--- src/rtl/instr_fetch_queue.sv ---
// Fetch front-end: owns the fetch PC, issues imem word requests and
// buffers {pc, instr} responses in a fall-through FIFO for IF/ID.
module instr_fetch_queue #(
  parameter int unsigned DEPTH    = 4,
  parameter logic [31:0] RESET_PC = 32'h0000_0000
) (
  input  logic        clk_i,
  input  logic        rst_n,
  input  logic        redirect_i,
  input  logic [31:0] redirect_pc_i,
  input  logic        stall_i,
  output logic        imem_req_o,
  output logic [31:0] imem_addr_o,
  input  logic        imem_ack_i,
  input  logic [31:0] imem_data_i,
  output logic        valid_o,
  output logic [31:0] instr_o,
  output logic [31:0] pc_o,
  output logic [31:0] pc_plus4_o
);

  localparam int unsigned AW =
    (DEPTH > 1) ? $clog2(DEPTH) : 1;
  localparam int unsigned CW = AW + 1;
  localparam logic [CW-1:0] FULL = CW'(DEPTH);

  localparam logic [1:0] IDLE = 2'd0;
  localparam logic [1:0] REQ  = 2'd1;
  localparam logic [1:0] DROP = 2'd2;

  logic [1:0]    state_q;
  logic [1:0]    state_d;
  logic [31:0]   fetch_pc_q;
  logic [31:0]   fetch_pc_d;
  logic [31:0]   drop_addr_q;
  logic [AW-1:0] wr_ptr_q;
  logic [AW-1:0] rd_ptr_q;
  logic [CW-1:0] count_q;
  logic [CW-1:0] count_d;

  logic [31:0] pc_mem    [DEPTH];
  logic [31:0] instr_mem [DEPTH];

  logic        ack;
  logic        push;
  logic        pop;
  logic [31:0] target;
  logic [31:0] head_pc;
  logic [31:0] head_instr;

  assign ack    = imem_ack_i & imem_req_o;
  assign push   = (state_q == REQ) & ack
                & ~redirect_i;
  assign pop    = valid_o & ~stall_i
                & ~redirect_i;
  assign target = {redirect_pc_i[31:2], 2'b00};

  assign imem_req_o  = (state_q != IDLE);
  assign imem_addr_o = (state_q == DROP)
                     ? drop_addr_q
                     : fetch_pc_q;

  assign head_pc    = pc_mem[rd_ptr_q];
  assign head_instr = instr_mem[rd_ptr_q];

  assign valid_o    = (count_q != '0);
  assign pc_o       = valid_o ? head_pc : '0;
  assign instr_o    = valid_o ? head_instr : '0;
  assign pc_plus4_o = valid_o
                    ? head_pc + 32'd4
                    : '0;

  // Occupancy after this cycle's push/pop; a redirect empties the queue.
  always_comb begin
    count_d = count_q;
    unique case (1'b1)
      redirect_i:    count_d = '0;
      push && !pop:  count_d = count_q + CW'(1);
      !push && pop:  count_d = count_q - CW'(1);
      default:       count_d = count_q;
    endcase
  end

  // Request FSM and fetch PC; a redirect outranks the normal sequencing.
  always_comb begin
    state_d    = state_q;
    fetch_pc_d = fetch_pc_q;
    if (redirect_i) begin
      fetch_pc_d = target;
      unique case (state_q)
        IDLE:    state_d = REQ;
        REQ:     state_d = ack ? REQ : DROP;
        DROP:    state_d = ack ? REQ : DROP;
        default: state_d = REQ;
      endcase
    end else begin
      unique case (state_q)
        IDLE: begin
          if (count_q < FULL)
            state_d = REQ;
        end
        REQ: begin
          if (ack) begin
            fetch_pc_d = fetch_pc_q + 32'd4;
            state_d = (count_d < FULL)
                    ? REQ : IDLE;
          end
        end
        DROP: begin
          if (ack)
            state_d = REQ;
        end
        default: state_d = IDLE;
      endcase
    end
  end

  // Control state; the in-flight address is frozen when a request is orphaned.
  always_ff @(posedge clk_i or negedge rst_n) begin
    if (!rst_n) begin
      state_q     <= IDLE;
      fetch_pc_q  <= RESET_PC;
      drop_addr_q <= RESET_PC;
      count_q     <= '0;
      wr_ptr_q    <= '0;
      rd_ptr_q    <= '0;
    end else begin
      state_q    <= state_d;
      fetch_pc_q <= fetch_pc_d;
      count_q    <= count_d;
      if (redirect_i && state_q == REQ && !ack)
        drop_addr_q <= fetch_pc_q;
      if (redirect_i) begin
        wr_ptr_q <= '0;
        rd_ptr_q <= '0;
      end else begin
        if (push)
          wr_ptr_q <= wr_ptr_q + AW'(1);
        if (pop)
          rd_ptr_q <= rd_ptr_q + AW'(1);
      end
    end
  end

  // Queue storage; contents are only observed through count, so no reset.
  always_ff @(posedge clk_i) begin
    if (push) begin
      pc_mem[wr_ptr_q]    <= fetch_pc_q;
      instr_mem[wr_ptr_q] <= imem_data_i;
    end
  end

endmodule

--- config.mk ---
export PLATFORM = sky130hd
export DESIGN_NAME = instr_fetch_queue
export DESIGN_NICKNAME = d
export VERILOG_FILES = /design/src/rtl/instr_fetch_queue.sv
export SDC_FILE = /design/constraint.sdc
export NUM_CORES = 1
export LEC_CHECK = 0
export CAP_MARGIN = 30
export CORE_MARGIN = 10
export CORE_UTILIZATION = 45
export CTS_BUF_LIST = sky130_fd_sc_hd__clkbuf_4 sky130_fd_sc_hd__clkbuf_8
export CTS_CLUSTER_DIAMETER = 80
export DETAILED_ROUTE_END_ITERATION = 8
export GPL_TIMING_DRIVEN = 0
export PLACE_DENSITY = 0.68
export SKIP_CTS_REPAIR_TIMING = 1
export SYNTH_ARGS = -nofsm -noshare
export SYNTH_HDL_FRONTEND = slang
export SYNTH_SLANG_ARGS = --single-unit
--- constraint.sdc ---
create_clock -name clk_i -period 3.8 [get_ports clk_i]
set_input_delay 0.76 -clock clk_i [delete_from_list [all_inputs] [get_ports clk_i]]
set_output_delay 0.76 -clock clk_i [all_outputs]
set_load 0.02 [all_outputs]
# --- Word-level counts from Yosys, hierarchy flattened ---
# Memories as Yosys holds them, arrays and structs flattened.
# Index checks and enable logic that the tools add are counted.
word_totals:
  reg_bits: 73
  ramBits: 256
  inputBits: 69
  out_inout_bits: 130
  memories: 2
classes:
  n_addsub: 6
  n_lt_le_gt_ge: 2
  n_eq_ne: 5
  n_mux: 22
  bitwise: 7
  n_reduce_logical: 17
mem_list:
  columns: ["memory", "words", "word_bits", "read_ports", "rd_clocked_by_memory_dff", "wr", "line_no", "rtl"]
  rows:
  - ["instr_mem", 4, 32, 1, 0, 1, "42", "logic [31:0] instr_mem [DEPTH];"]
  - ["pc_mem", 4, 32, 1, 0, 1, "41", "logic [31:0] pc_mem [DEPTH];"]
op_table:
  columns: ["operator", "n"]
  rows:
  - ["$mux 32", 7]
  - ["$add 32x3->32 const B", 2]
  - ["$mux 2", 10]
  - ["$reduce_bool 2->1", 5]
  - ["$ne 3x3->1 const B", 3]
  - ["$pmux 3 s3", 1]
  - ["$lt 3x3->1 const B", 2]
  - ["$pmux 2 s3", 1]
  - ["$and 1x1->1", 5]
  - ["$add 2x1->2 const B", 2]
  - ["$logic_and 1x1->1", 4]
  - ["$add 3x1->3 const B", 1]
  - ["$logic_not 1->1", 3]
  - ["$mux 1", 3]
  - ["$reduce_and 3->1", 1]
  - ["$reduce_bool 3->1", 1]
  - ["$sub 3x1->3 const B", 1]
  - ["$eq 2x1->1 const B", 1]
  - ["$eq 2x2->1 const B", 1]
  - ["$logic_not 2->1", 1]
  - ["$not 1->1", 2]
  - ["$reduce_and 2->1", 1]
  - ["$reduce_or 2->1", 1]

# --- Longest topological paths before layout ---
logic_depth:
  depth_word: 12
  ltp_mapped: 13
  ltp_nobuf: 13

# --- Worst setup path before layout ---
# OpenSTA, ideal clock, no wires.
synth_timing:
  path_kind: "register to output"
  from: "reg rd_ptr_q[0]"
  to: "out pc_plus4_o[29]"
  arrival_time_ns: 2.686
  t_required_ns: 3.040
  setup_slack_ns: 0.354
  path_stages_with_launch: 9
  path_buffers: 3
  cell_sequence: "dfrtp_1 > buf_6 > buf_12 > mux4_1 > nand4_4 > or4_4 > buf_6 > or4_1 > a21oi_1"
synth_via:
  elab_chain_len: 3
synth_lines:
  columns: ["element", "line_no", "rtl"]
  rows:
  - ["start, declared", "37", "logic [AW-1:0] rd_ptr_q;"]
  - ["start signal, assigned", "140", "rd_ptr_q <= rd_ptr_q + AW'(1);"]
  - ["$mem_v2 4x32", null, null]
  - ["$add 32x3->32", "70", "? head_pc + 32'd4"]
  - ["$mux 32", "70", null]
  - ["end, declared", "19", "output logic [31:0] pc_plus4_o"]
# No other way between the ends.

# --- Worst setup path after layout ---
layout_timing:
  from: "reg rd_ptr_q[0]"
  to: "out pc_plus4_o[28]"
# Same word-level chain as after synthesis.

==> flow_metrics.tcl <==
set metrics [dict create \
    status "complete, but fails checks" \
    violations "setup timing" \
    vdd_drop_max_mv 0.426 \
    place_area_mm2 0.0165 \
    ant_nets 0 \
    synth_compound_area_share_pct 2.74 \
    routed_wl_um 35300 \
    setup_ws_ns -0.314 \
    grt_pass1_wl_um 52700 \
    die_w_um 196 \
    hold-worst-slack_ns 0.0530 \
    reg2regPathDepth 13 \
    pwr-share-seq_pct 41.7 \
    drtIter0Drc 670 \
    synth_ff_type "edfxtp_1" \
    clockPowerShare_pct 30.4 \
    p_leak_nw 6.90 \
    worstHoldPathType "in2async" \
    crit_fanout 8 \
    core_mm2 0.0306 \
    fin_area_mm2 0.0181 \
    p_int_mw 7.22 \
    fin_crit_sh_pct 108 \
    final-setup-viol-count 11 \
    met3_usage_pct 4.08 \
    die_y_um 196 \
    synthXorXnorAreaFrac_pct 2.57 \
    nNetsFinal 1253 \
    num_vias 8599 \
    async_flop_share_pct 21.8 \
    clkSinkCount 317 \
    synth_area_leaders "edfxtp_1 (53%), dfrtp_1 (12%), mux4_2 (7.3%)" \
    wl_per_cell_um 22.0 \
    yosysTopAreaCellShare_pct 53.4 \
    end_kind "output pin" \
    cts_tree "built" \
    io_pins 199 \
    synth_top_family_by_area "multiplexers" \
    syn_to_final_growth_pct 29.4 \
    syn_inst 898 \
    firstDrtPassIters 5 \
    p_switching_mw 3.05 \
    fin_util_pct 59.1 \
    startpoint_type "register" \
    rsz0062_at_grt "true" \
    finalHoldViolCount 0 \
    max_slew_margin_pct 58.9 \
    hpwl_um 24200 \
    fin_crit_ns 4.11 \
    worst_clock_skew_ns 0.0253 \
    row_count 64 \
    antenna_found_initial 1 \
    synth_most_common_cell "edfxtp_1" \
    path_clk_slew_ns 0.06 \
    yosys.area.top_type "edfxtp_1" \
    drv_cap 0 \
    htreeDepth 2 \
    grt_max_degree 56 \
    via_per_inst 5.34 \
    synth_seq_area_share_pct 65.7 \
    synth_warnings 0 \
    cts-root-buf "clkbuf_8" \
    fmax_mhz 243 \
    power_density_mw_per_mm2 568 \
    ys_ff_latch 317 \
    slew_violations 0 \
    avgSynthCellArea_um2 15.5 \
    ys_top_cells_by_count "edfxtp_1 (248), dfrtp_1 (69), nand2_1 (69)" \
    portBuffers 189 \
    clkLatencyLatePin_ns 0.59 \
    crit_arrival_ns 3.35 \
    synthMuxAreaShare_pct 15.3 \
    synth_fa_ha_area_share_pct 1.22 \
    synth-edff-count 248 \
    synth_area_mm2 0.0140 \
    grt_overflow 0 \
    grt_pass1_vias 8843 \
    sw_frac_of_total_pct 29.7 \
    start_util_pct 45.6 \
    gp_congestion 0.807 \
    synthSimpleGateAreaFrac_pct 9.80 \
    drive_gt1_share_pct 26.5 \
    stdcell_count 1609 \
    drcViolationCount 0 \
    crit_required_ns 3.04 \
    synth_cell_types 49 \
    use_met2_pct 28.6 \
    grt.total_usage_pct 17.6 \
    dp_slack_ns -0.471 \
    grt_busiest_layer "met2" \
    antenna_cells 0 \
    worst_pin_slew_ns 0.617 \
    use_met1_pct 23.1 \
    pwr-share-comb_pct 27.9 \
    crit_type "reg2out" \
    clockBufferDepth 3 \
    dp.cells 1494 \
    cts_buffers 52 \
    die_area_mm2 0.0385 \
]
[stage by stage]
| step | power, mW | setup TNS, ns |
|---|---|---|
| finish | 10.3 | -2.27 |
| global route | 10.7 | -3.58 |
| floorplan | 5.91 | 0 |
| detailed placement | 7.11 | -9.41 |
| global placement | 7.06 | -346.56 |
| CTS | 10.3 | -57.94 |
[final timing paths]
path / startpoint / end / slack [ns]
max in group asynchronous: rst_n / fetch_pc_q[16] / 3.21
hold reg to reg: drop_addr_q[11] / drop_addr_q[11] / 0.49
min in group clk_i: drop_addr_q[11] / drop_addr_q[11] / 0.49
setup reg to reg: state_q[1] / state_q[0] / 0.78
hold / removal: rst_n / drop_addr_q[20] / 0.05
setup / recovery: rd_ptr_q[0] / pc_plus4_o[28] / -0.31
[power by group through the flow]
| stage | registers (mW) | clock network, mW | logic (mW) |
|---|---|---|---|
| floorplan | 4.27 | 0 | 1.63 |
| global placement | 4.33 | 0 | 2.74 |
| detailed placement | 4.34 | 0 | 2.77 |
| CTS | 4.27 | 3.20 | 2.79 |
| global route | 4.31 | 3.36 | 3.08 |
| finish | 4.28 | 3.12 | 2.87 |
[sequential cells by signal, indices dropped and copies added, names as in the netlist]
signal       count
count_q          3
drop_addr_q     30
fetch_pc_q      30
instr_mem      128
pc_mem         120
rd_ptr_q         2
state_q          2
wr_ptr_q         2
[layout by cell type (no fill, tap or decap), types with 4 or more instances in the layout]
cell             count
a21oi_1              8
and2_1              59
and2_4               5
and3_1               4
buf_12               5
buf_2                4
buf_4               39
buf_6               16
bufinv_16            4
clkbuf_1            19
clkbuf_2            12
clkbuf_4            12
clkbuf_8            58
clkdlybuf4s50_1    131
clkinv_1            10
clkinv_2            11
conb_1               6
dfrtp_1             68
dlymetal6s2s_1      34
edfxtp_1           248
ha_1                12
inv_1               19
mux2_2              53
mux2_4               6
mux4_1               4
mux4_2              58
nand2_1             67
nand3_1             16
nand4_1             14
nor2_1              37
nor3_1               8
nor4_1               7
o21ai_0             47
o31ai_1              6
or3_1                7
or4_1                4
or4_4                4
xnor2_1             29
xor2_1              12
[cell type report]
cell class                 count  area [um^2]
buffer                        51          367
clock buffer                  68          873
clock inverter                28          236
fill                        2405        12500
inverter                      19         71.3
multi-input combinational    511         4560
sequential                   317         9180
tap                          396          495
timing repair buffer         219         2290
[worst max-delay path, cell delays in order, from the launching register on]
cell,delay (ns)
dfrtp_2,0.45
buf_12,0.16
buf_12,0.14
buf_12,0.14
mux4_2,0.38
nand3_1,0.09
or4_4,0.53
buf_6,0.15
buf_4,0.13
o31ai_1,0.36
a21oi_4,0.11
buf_6,0.15
[metal layers]
| layer | up-vias | routed length, um | part of all wire [%] |
|---|---|---|---|
| li1 | 3945 | - | - |
| met1 | 4277 | 15400 | 43 |
| met2 | 305 | 16700 | 47 |
| met3 | 70 | 2410 | 6.8 |
| met4 | 2 | 837 | 2.4 |
| met5 | - | 13 | 0.037 |
[cells by family (layout without fill, tap and decap cells)]
logic type                 Yosys count  after routing
and+or+nand+nor                    259            259
buffers and inverters               75            385
other                                1              6
AOI/OAI and AO/OA                   70             70
muxes                              122            122
DFF                                317            317
adders and majority gates           13             13
xor gates and xnor gates            41             41
No activity file was read; power rests on OpenSTA's default activity.
